==> src/rtl/moka_rv32i_mc_controller.sv <==
`default_nettype none
// ============================================================================
// Module  : moka_rv32i_mc_controller
// Brief   : Multicycle RV32I control FSM with stall-aware memory handshake,
//           illegal-instruction trap and retired-instruction counter.
// Rev     : 1.0
// ============================================================================
module moka_rv32i_mc_controller #(
  parameter int CNT_WIDTH = 32
) (
  input  logic                 clk,
  input  logic                 rst,
  input  logic [6:0]           op,
  input  logic [2:0]           funct3,
  input  logic                 funct7,
  input  logic                 zero,
  input  logic                 mem_ready,
  output logic                 mem_req,
  output logic                 AdrSrc,
  output logic                 MemWrite,
  output logic                 IRWrite,
  output logic                 PCWrite,
  output logic                 RegWrite,
  output logic [1:0]           ALUSrcA,
  output logic [1:0]           ALUSrcB,
  output logic [1:0]           ResultSrc,
  output logic [1:0]           ImmSrc,
  output logic [3:0]           ALUControl,
  output logic                 illegal,
  output logic [CNT_WIDTH-1:0] instret,
  output logic [3:0]           dbg_state
);

  typedef enum logic [3:0] {
    S_FETCH    = 4'd0,
    S_DECODE   = 4'd1,
    S_MEMADR   = 4'd2,
    S_MEMREAD  = 4'd3,
    S_MEMWB    = 4'd4,
    S_MEMWRITE = 4'd5,
    S_EXECUTER = 4'd6,
    S_EXECUTEI = 4'd7,
    S_ALUWB    = 4'd8,
    S_BEQ      = 4'd9,
    S_JAL      = 4'd10,
    S_ILLEGAL  = 4'd11
  } state_t;

  localparam logic [6:0] c_OP_LOAD   = 7'b0000011;
  localparam logic [6:0] c_OP_STORE  = 7'b0100011;
  localparam logic [6:0] c_OP_RTYPE  = 7'b0110011;
  localparam logic [6:0] c_OP_ITYPE  = 7'b0010011;
  localparam logic [6:0] c_OP_BRANCH = 7'b1100011;
  localparam logic [6:0] c_OP_JAL    = 7'b1101111;

  localparam logic [3:0] c_ALU_ADD = 4'b0000;
  localparam logic [3:0] c_ALU_SUB = 4'b0001;
  localparam logic [3:0] c_ALU_AND = 4'b0010;
  localparam logic [3:0] c_ALU_OR  = 4'b0011;
  localparam logic [3:0] c_ALU_XOR = 4'b0100;
  localparam logic [3:0] c_ALU_SLT = 4'b0101;
  localparam logic [3:0] c_ALU_SLL = 4'b0110;
  localparam logic [3:0] c_ALU_SRL = 4'b0111;
  localparam logic [3:0] c_ALU_SRA = 4'b1000;

  localparam logic [CNT_WIDTH-1:0] c_CNT_ONE = {{(CNT_WIDTH-1){1'b0}}, 1'b1};

  state_t               r_state;
  state_t               w_next;
  state_t               w_dec_next;
  logic                 w_retire;
  logic [3:0]           w_alu_fn;
  logic [CNT_WIDTH-1:0] r_instret;

  // Opcode/funct3 legality check folded into the DECODE successor choice.
  always_comb begin
    w_dec_next = S_ILLEGAL;
    case (op)
      c_OP_LOAD, c_OP_STORE: if (funct3 == 3'b010) w_dec_next = S_MEMADR;
      c_OP_RTYPE:            if (funct3 != 3'b011) w_dec_next = S_EXECUTER;
      c_OP_ITYPE:            if (funct3 != 3'b011) w_dec_next = S_EXECUTEI;
      c_OP_BRANCH:           if (funct3 == 3'b000) w_dec_next = S_BEQ;
      c_OP_JAL:              w_dec_next = S_JAL;
      default:               w_dec_next = S_ILLEGAL;
    endcase
  end

  always_comb begin
    w_next   = r_state;
    w_retire = 1'b0;
    case (r_state)
      S_FETCH:    if (mem_ready) w_next = S_DECODE;
      S_DECODE:   w_next = w_dec_next;
      S_MEMADR:   w_next = (op == c_OP_STORE) ? S_MEMWRITE : S_MEMREAD;
      S_MEMREAD:  if (mem_ready) w_next = S_MEMWB;
      S_MEMWB: begin
        w_next   = S_FETCH;
        w_retire = 1'b1;
      end
      S_MEMWRITE: if (mem_ready) begin
        w_next   = S_FETCH;
        w_retire = 1'b1;
      end
      S_EXECUTER, S_EXECUTEI: w_next = S_ALUWB;
      S_ALUWB, S_BEQ: begin
        w_next   = S_FETCH;
        w_retire = 1'b1;
      end
      S_JAL:      w_next = S_ALUWB;
      S_ILLEGAL:  w_next = S_ILLEGAL;
      default:    w_next = S_FETCH;
    endcase
  end

  // Subtract only for register-register add; immediates have no subi.
  always_comb begin
    w_alu_fn = c_ALU_ADD;
    case (funct3)
      3'b000:  w_alu_fn = (r_state == S_EXECUTER && funct7) ? c_ALU_SUB : c_ALU_ADD;
      3'b001:  w_alu_fn = c_ALU_SLL;
      3'b010:  w_alu_fn = c_ALU_SLT;
      3'b100:  w_alu_fn = c_ALU_XOR;
      3'b101:  w_alu_fn = funct7 ? c_ALU_SRA : c_ALU_SRL;
      3'b110:  w_alu_fn = c_ALU_OR;
      3'b111:  w_alu_fn = c_ALU_AND;
      default: w_alu_fn = c_ALU_ADD;
    endcase
  end

  always_comb begin
    mem_req    = 1'b0;
    AdrSrc     = 1'b0;
    MemWrite   = 1'b0;
    IRWrite    = 1'b0;
    PCWrite    = 1'b0;
    RegWrite   = 1'b0;
    ALUSrcA    = 2'b00;
    ALUSrcB    = 2'b00;
    ResultSrc  = 2'b00;
    ImmSrc     = 2'b00;
    ALUControl = c_ALU_ADD;
    illegal    = 1'b0;
    case (r_state)
      S_FETCH: begin
        mem_req   = 1'b1;
        ALUSrcB   = 2'b10;
        ResultSrc = 2'b10;
        IRWrite   = mem_ready;
        PCWrite   = mem_ready;
      end
      S_DECODE: begin
        ALUSrcA = 2'b01;
        ALUSrcB = 2'b01;
        ImmSrc  = 2'b10;
      end
      S_MEMADR: begin
        ALUSrcA = 2'b10;
        ALUSrcB = 2'b01;
        ImmSrc  = (op == c_OP_STORE) ? 2'b01 : 2'b00;
      end
      S_MEMREAD: begin
        mem_req = 1'b1;
        AdrSrc  = 1'b1;
      end
      S_MEMWB: begin
        ResultSrc = 2'b01;
        RegWrite  = 1'b1;
      end
      S_MEMWRITE: begin
        mem_req  = 1'b1;
        AdrSrc   = 1'b1;
        MemWrite = 1'b1;
      end
      S_EXECUTER: begin
        ALUSrcA    = 2'b10;
        ALUControl = w_alu_fn;
      end
      S_EXECUTEI: begin
        ALUSrcA    = 2'b10;
        ALUSrcB    = 2'b01;
        ALUControl = w_alu_fn;
      end
      S_ALUWB:    RegWrite = 1'b1;
      S_BEQ: begin
        ALUSrcA    = 2'b10;
        ALUControl = c_ALU_SUB;
        PCWrite    = zero;
      end
      S_JAL: begin
        ALUSrcA = 2'b01;
        ALUSrcB = 2'b10;
        ImmSrc  = 2'b11;
        PCWrite = 1'b1;
      end
      S_ILLEGAL:  illegal = 1'b1;
      default:    illegal = 1'b0;
    endcase
  end

  always_ff @(posedge clk) begin
    if (rst) begin
      r_state   <= S_FETCH;
      r_instret <= '0;
    end else begin
      r_state <= w_next;
      if (w_retire) r_instret <= r_instret + c_CNT_ONE;
    end
  end

  assign instret   = r_instret;
  assign dbg_state = r_state;

endmodule
`default_nettype wire

==> config.mk <==
export PLATFORM = sky130hd
export DESIGN_NAME = moka_rv32i_mc_controller
export DESIGN_NICKNAME = d
export VERILOG_FILES = /design/src/rtl/moka_rv32i_mc_controller.sv
export SDC_FILE = /design/constraint.sdc
export NUM_CORES = 1
export LEC_CHECK = 0
export CAP_MARGIN = 20
export CORE_MARGIN = 2
export CORE_UTILIZATION = 25
export DETAILED_ROUTE_END_ITERATION = 10
export PLACE_DENSITY_LB_ADDON = 0.05
export SLEW_MARGIN = 30
export SYNTH_ARGS = -nofsm -noshare
export SYNTH_HDL_FRONTEND = slang
export SYNTH_SLANG_ARGS = --single-unit
==> constraint.sdc <==
create_clock -name clk -period 4.2 [get_ports clk]
set_input_delay 1.26 -clock clk [delete_from_list [all_inputs] [get_ports clk]]
set_output_delay 1.26 -clock clk [all_outputs]
set_load 0.01 [all_outputs]
Yosys cells after proc, flatten, opt, wreduce, memory -nomap -nowiden
Cells that the tools add are included.
{"block": "op_classes", "add_sub_neg": 1, "eq_ne": 27, "mux": 28, "n_reduce_logical": 15}
{"operator": "$pmux W4 S7", "n": 2}
{"operator": "$add A32 B1 Y32 const B", "n": 1}
{"operator": "$mux W4", "n": 7}
{"operator": "$pmux W4 S5", "n": 1}
{"operator": "$eq A4 B3 Y1 const B", "n": 4}
{"operator": "$eq A4 B4 Y1 const B", "n": 4}
{"operator": "$eq A7 B6 Y1 const B", "n": 2}
{"operator": "$eq A7 B7 Y1 const B", "n": 2}
{"operator": "$eq A3 B3 Y1 const B", "n": 4}
{"operator": "$pmux W2 S2", "n": 3}
{"operator": "$reduce_or A2 Y1", "n": 6}
{"operator": "$reduce_or A3 Y1", "n": 4}
{"operator": "$mux W1", "n": 9}
{"operator": "$eq A4 B2 Y1 const B", "n": 2}
{"operator": "$pmux W4 S2", "n": 1}
{"operator": "$eq A7 B2 Y1 const B", "n": 1}
{"operator": "$eq A7 B5 Y1 const B", "n": 1}
{"operator": "$ne A2 B2 Y1 const B", "n": 3}
{"operator": "$pmux W2 S3", "n": 1}
{"operator": "$eq A4 B1 Y1 const B", "n": 1}
{"operator": "$logic_not A4 Y1", "n": 1}
{"operator": "$reduce_or A4 Y1", "n": 1}
{"operator": "$eq A3 B1 Y1 const B", "n": 1}
{"operator": "$eq A3 B2 Y1 const B", "n": 1}
{"operator": "8 further kinds", "n": 8}
{"block": "word_totals", "regBits": 36, "input_bits": 15, "output_inout_bits": 55, "word_cells": 73}

Depth between registers and ports, before layout
Gate-level depths: netlist of the first run.
{"block": "depth", "ltp_word": 5, "mapped_depth": 9, "mapped_depth_nobuf": 6}

Least setup slack after synthesis of the first run
Ideal clock, no wire load.
{"block": "synth_timing", "path_kind": "input -> output", "from": "input port funct3[0]", "to": "output port ALUControl[2]", "arrival_time_ns": 2.286, "path_slack_ns": 0.654, "stages": 4, "path_buffers": 1, "cell_sequence": "clkbuf_1 -> a21oi_1 -> nor2_1 -> a2111oi_0"}
{"block": "synth_via", "elab_chain_len": 3}
{"item": "start, declared", "line": "14", "text": "input logic [2:0] funct3,"}
{"item": "$eq A3 B3 Y1 (tied with other cells)", "line": "118", "text": "case (funct3)"}
{"item": "$pmux W4 S7 (*)", "line": "118"}
{"item": "$pmux W4 S2 (*)", "line": "143", "text": "case (r_state)"}
{"item": "end, declared", "line": "28", "text": "output logic [3:0] ALUControl,"}
Every way passes the cells marked *; elsewhere a longest branch is shown, timed or not.

Final worst setup path of the first run
{"block": "layout_timing", "from": "input port funct3[1]", "to": "output port ALUControl[1]"}
Same word-level chain as after synthesis.

==> results of run 1 <==
==> sequential cells by signal, indices dropped and copies added, names as in the netlist <==
register   flops
dbg_state      4
instret       32
==> metal layers <==
layer,vias to the layer above,track usage,wire length [um]
met4,0,0.0358,44
met2,36,0.209,3030
li1,1204,-,-
met3,4,0.0336,223
met5,-,0,0
met1,1115,0.179,3170
==> cells by family after synthesis <==
kind of cell / count (synthesis) / share of synthesized area
buf+inv: 30 / 0.0659
fa+ha+maj: 1 / 0.00563
simple gates: 145 / 0.354
flops: 36 / 0.324
compound gates: 63 / 0.175
xor+xnor: 18 / 0.0709
mux: 1 / 0.00450
==> report_power, final <==
group          internal (uW)  switching, uW
sequential               362           59.9
combinational            288            282
clock                    133            125
total                    783            466
==> how the worst max path moves through the flow <==
stage / from / to / cells past startpoint
final: funct3[1] / ALUControl[1] / 5
after global routing: funct3[2] / ALUControl[1] / 6
after CTS: funct3[1] / ALUControl[0] / 5
after detailed placement: funct3[1] / ALUControl[0] / 5
after global placement: funct3[0] / ALUControl[2] / 5
after floorplan: funct3[0] / ALUControl[2] / 4
==> layout by cell type (no fill, tap or decap), drive strengths merged, types with 3 or more instances in the layout <==
cell | netlist | layout
nor2b | 4 | 4
or3 | 11 | 11
clkbuf | 15 | 7
nor2 | 32 | 32
nand2 | 21 | 21
clkdlybuf4s50 | 0 | 66
a21oi | 25 | 25
nand3 | 15 | 15
and3 | 3 | 3
or4 | 8 | 8
inv | 8 | 8
nand4 | 8 | 8
o31ai | 6 | 6
nor4 | 8 | 8
dfxtp | 36 | 36
a31oi | 4 | 4
dlymetal6s2s | 0 | 3
xnor2 | 16 | 16
nor3 | 14 | 14
and2 | 4 | 4
nand2b | 6 | 6
o21ai | 11 | 11
buf | 7 | 15
==> per-stage QoR <==
step           hold slack (ps)  instances  setup WS [ps]  utilization
2_1_floorplan              496        294            654            -
3_3_place_gp               459        464          -9.24        0.351
3_5_place_dp               469        464           26.1        0.351
4_1_cts                    481        472           20.3        0.362
5_1_grt                    502        472           94.6        0.362
6_report                   484        472            174        0.362
==> cell type report <==
type | count | area (um2) | share of cell area
Sequential cell | 36 | 721 | 0.229
Tap cell | 108 | 135 | 0.0430
Clock buffer | 7 | 86.3 | 0.0274
Inverter | 8 | 30.0 | 0.00955
Clock inverter | 1 | 7.51 | 0.00239
Multi-Input combinational cell | 228 | 1360 | 0.431
Timing Repair Buffer | 84 | 811 | 0.258
==> worst max-delay path: stages <==
cell	delay (ps)
clkdlybuf4s50_1	460
buf_4	180
nor2b_1	160
nor3_1	130
clkdlybuf4s50_1	570
==> repair_timing <==
item,CTS,global route
endpoints found under the setup margin,0,3
hold buffers,0,0
resized for setup,0,3
==> flow_metrics.tcl, run 1 <==
set metrics [dict create \
    crit_type "input port to output port" \
    numClockSinks 36 \
    ys_warn_count 0 \
    r2r_setup_slack_ps 1810 \
    max-cap-violations 0 \
    fmax_mhz 248 \
    rsz0062_at_grt "false" \
    synth_common_cells "36 x dfxtp_1, 32 x nor2_1, 25 x a21oi_1, 21 x nand2_1, 16 x xnor2_1" \
    cts_tree "yes" \
    path_max_fanout 5 \
    syn_area_mm2 0.00222 \
    gp_congestion 0.773 \
    synth-seq-area-share 0.324 \
    htreeDepth 2 \
    fp.dieW_um 98.3 \
    reg2reg_to "instret[30]" \
    cellLeakagePower_uw 0.00104 \
    period_needed_ps 4030 \
    clockBufferDepth 2 \
    cp_data_required_time_ps 2940 \
    synth_top_flop_cell "dfxtp_1" \
    grt_pass1_wl_um 10600 \
    power_density_mw_per_mm2 397 \
    fin_crit_sh 0.959 \
    clock_latency_ps 290 \
    drcViolationCount 0 \
    antenna_left 0 \
    min_to "instret[31]" \
    syn_inst 294 \
    place_hpwl_um 4710 \
    whs_path_depth 2 \
    root_buffer "clkbuf_8" \
    die_y_um 98.3 \
    synth_edf_count 0 \
    area_growth_pct 41.6 \
    routedWlPerCell_um 13.7 \
    io_pins 70 \
    ys_async_sr_fraction 0 \
    r2r_cells 6 \
    synth-seq-cells 36 \
    fin_skew_ps 8.46 \
    io_buffers 69 \
    synth_nets 310 \
    first_global_vias 2124 \
    finalInstanceArea_mm2 0.00315 \
    placed_cell_area_mm2 0.00304 \
    core_mm2 0.00868 \
    critPathArrivalTime_ps 2770 \
    grt_max_degree 26 \
    synth_top_area_share 0.324 \
    fillers 975 \
    endpoint_kind "output port" \
    critPathLaunchType "input port" \
    slew_violations 0 \
    fp-row-count 34 \
    route.vias.total 2359 \
    finalWirelength_um 6470 \
    synth_area_leaders "dfxtp_1 32%, xnor2_1 6.3%, a21oi_1 5.6%, nor2_1 5.4%, nand2_1 3.5%" \
    start_util 0.256 \
    tns_ps 0 \
    peakVddDrop_mv 0.200 \
    finalSetupViolations 0 \
    slew_headroom 0.602 \
    hold_class "register to register" \
    hold_path.startpoint "instret[31]" \
    final_hold_viol_count 0 \
    finalPower_uw 1250 \
    cts.clk_slew.worst_paths_ps 70 \
    yosysTopAreaCell "dfxtp_1" \
    drtPass1Iterations 4 \
    cts_setup_buffers 0 \
    tightest_slew_ps 597 \
    drt_iter0_markers 83 \
    antenna_found_initial 0 \
    syn_avg_cell_area_um2 7.56 \
    antennaDiodeCount 0 \
    synth_most_common_cell "dfxtp_1" \
    numCtsBuffers 5 \
    outcome "finished clean" \
    grt-ovfl-total 0 \
    ys_types 51 \
    r2r_start "dbg_state[3]" \
    nNetsFinal 379 \
    grt_usage 0.132 \
    dieArea_mm2 0.00966 \
    via_per_inst 5.00 \
    drive_gt1_frac 0.0714 \
]
(Power assumes the default switching activity.)
==> run 2, diff against run 1 <==
--- a/config.mk
+++ b/config.mk
@@ -8,6 +8,7 @@
 export CAP_MARGIN = 20
 export CORE_MARGIN = 2
 export CORE_UTILIZATION = 25
+export CTS_CLUSTER_DIAMETER = 150
 export DETAILED_ROUTE_END_ITERATION = 10
 export PLACE_DENSITY_LB_ADDON = 0.05
 export SLEW_MARGIN = 30
==> results of run 2 <==
Final layout, timing and power as in run 1 (identical DEF).
==> run 3, diff against run 2 <==
--- a/config.mk
+++ b/config.mk
@@ -10,7 +10,6 @@
 export CORE_UTILIZATION = 25
 export CTS_CLUSTER_DIAMETER = 150
 export DETAILED_ROUTE_END_ITERATION = 10
-export PLACE_DENSITY_LB_ADDON = 0.05
 export SLEW_MARGIN = 30
 export SYNTH_ARGS = -nofsm -noshare
 export SYNTH_HDL_FRONTEND = slang
==> run 3 against run 2 <==
Against the previous run:
- routed wire length decreased by 2.3%
- die area stayed put
- cell count decreased by 0.21%
- via count is 0.17% higher
- flip-flop and latch count unchanged
- critical endpoint unchanged
- largest power group unchanged
==> flow_metrics.tcl, run 3 (same netlist as run 1, synthesis figures left out) <==
set metrics [dict create \
    outcome "finished clean" \
    fmax_mhz 248 \
    htreeDepth 2 \
    cts_hold_buf 0 \
    path_max_fanout 5 \
    core_mm2 0.00868 \
    critical_path.startpoint "funct3[1]" \
    root_buffer "clkbuf_8" \
    endpoint_kind "output port" \
    grt_pass1_wl_um 10500 \
    antenna_left 0 \
    multi_input_area_mm2 0.00137 \
    r2r_start "dbg_state[0]" \
    max-cap-violations 0 \
    via_per_inst 5.02 \
    fin_util 0.363 \
    grt_usage 0.129 \
    place_hpwl_um 4620 \
    critPathArrivalTime_ps 2780 \
    cts_setup_buffers 0 \
    route.vias.total 2363 \
    fp.dieW_um 98.3 \
    dieArea_mm2 0.00966 \
    most-common-layout-cells "66 x clkdlybuf4s50_1, 36 x dfxtp_1, 32 x nor2_1, 25 x a21oi_1, 21 x nand2_1" \
    final_cells 471 \
    hold_path.startpoint "instret[31]" \
    gp_congestion 0.810 \
    drive_gt1_frac 0.0689 \
    drtPass1Iterations 4 \
    cp_data_required_time_ps 2940 \
    numCtsBuffers 5 \
    final_common_cell "clkdlybuf4s50_1" \
    finalSetupViolations 0 \
    cellLeakagePower_uw 0.00103 \
    nNetsFinal 378 \
    drcViolationCount 0 \
    dp_cells 463 \
    hold_class "register to register" \
    grt_max_degree 38 \
    routedWlPerCell_um 13.4 \
    tns_ps 0 \
    fin_skew_ps 8.14 \
    largest_reg_flops 32 \
    finalWirelength_um 6320 \
    cts.clk_slew.worst_paths_ps 80 \
    area_growth_pct 41.6 \
    numClockSinks 36 \
    start_util 0.256 \
    crit_type "input port to output port" \
    clock_latency_ps 290 \
    slew_headroom 0.602 \
    antenna_found_initial 0 \
    fillers 935 \
    first_global_vias 2250 \
    critPathLaunchType "input port" \
    clockBufferDepth 2 \
    power_density_mw_per_mm2 396 \
    tightest_slew_ps 597 \
    die_y_um 98.3 \
    slew_violations 0 \
    period_needed_ps 4040 \
    fin_crit_sh 0.962 \
    rsz0062_at_grt "false" \
    cts_tree "yes" \
    grt-ovfl-total 0 \
    antennaDiodeCount 0 \
    peakVddDrop_mv 0.157 \
    regArea_um2 721 \
    io_buffers 69 \
    fp-row-count 34 \
    final_hold_viol_count 0 \
    io_pins 70 \
    drt_iter0_markers 153 \
]
## run 3: critical path, stage by stage
cell and delay (ps):
clkdlybuf4s50_1 470, buf_4 170, nor2b_1 160, nor3_1 150, clkdlybuf4s50_1 570
## run 3: worst paths after layout
path / end / slack (ps) / depth (start not counted)
setup / recovery: ALUControl[1] / 160 / 5
hold / removal: instret[31] / 490 / 2
setup reg to reg: instret[31] / 1600 / 5
hold reg to reg: instret[31] / 490 / 2
## run 3: cell type report
| class | count | area share |
|---|---|---|
| Timing Repair Buffer | 83 | 0.254 |
| Tap cell | 108 | 0.0429 |
| Multi-Input combinational cell | 228 | 0.436 |
| Clock buffer | 8 | 0.0286 |
| Sequential cell | 36 | 0.229 |
| Inverter | 8 | 0.00954 |
## run 3: through the flow
step                      hold slack (ps)  instance area [um2]  worst slack, ps  power, uW
final                                 490                 3150              162       1250
after global routing                  529                 3150             70.8       1330
after CTS                             488                 3130             24.7       1260
after detailed placement              476                 3040            -39.7        998
after global placement                466                 3040             33.1        997
after floorplan                       496                 2220              654        745
## run 3: repair_timing
action,in CTS,in global routing
setup endpoints to repair,1,2
gates cloned,0,0
pin swaps,0,1
resized for setup,1,3
## run 3: where the power goes
group          switching, uW  internal (uW)
Sequential              58.3            362
Clock                    124            134
Combinational            278            289
## run 3: layer usage
layer | up-vias | wire length (um) | track usage
met1 | 1107 | 2950 | 0.172
li1 | 1208 | - | -
met3 | 7 | 216 | 0.0208
met4 | 0 | 80 | 0.0369
met5 | - | 0 | 0
met2 | 41 | 3080 | 0.216
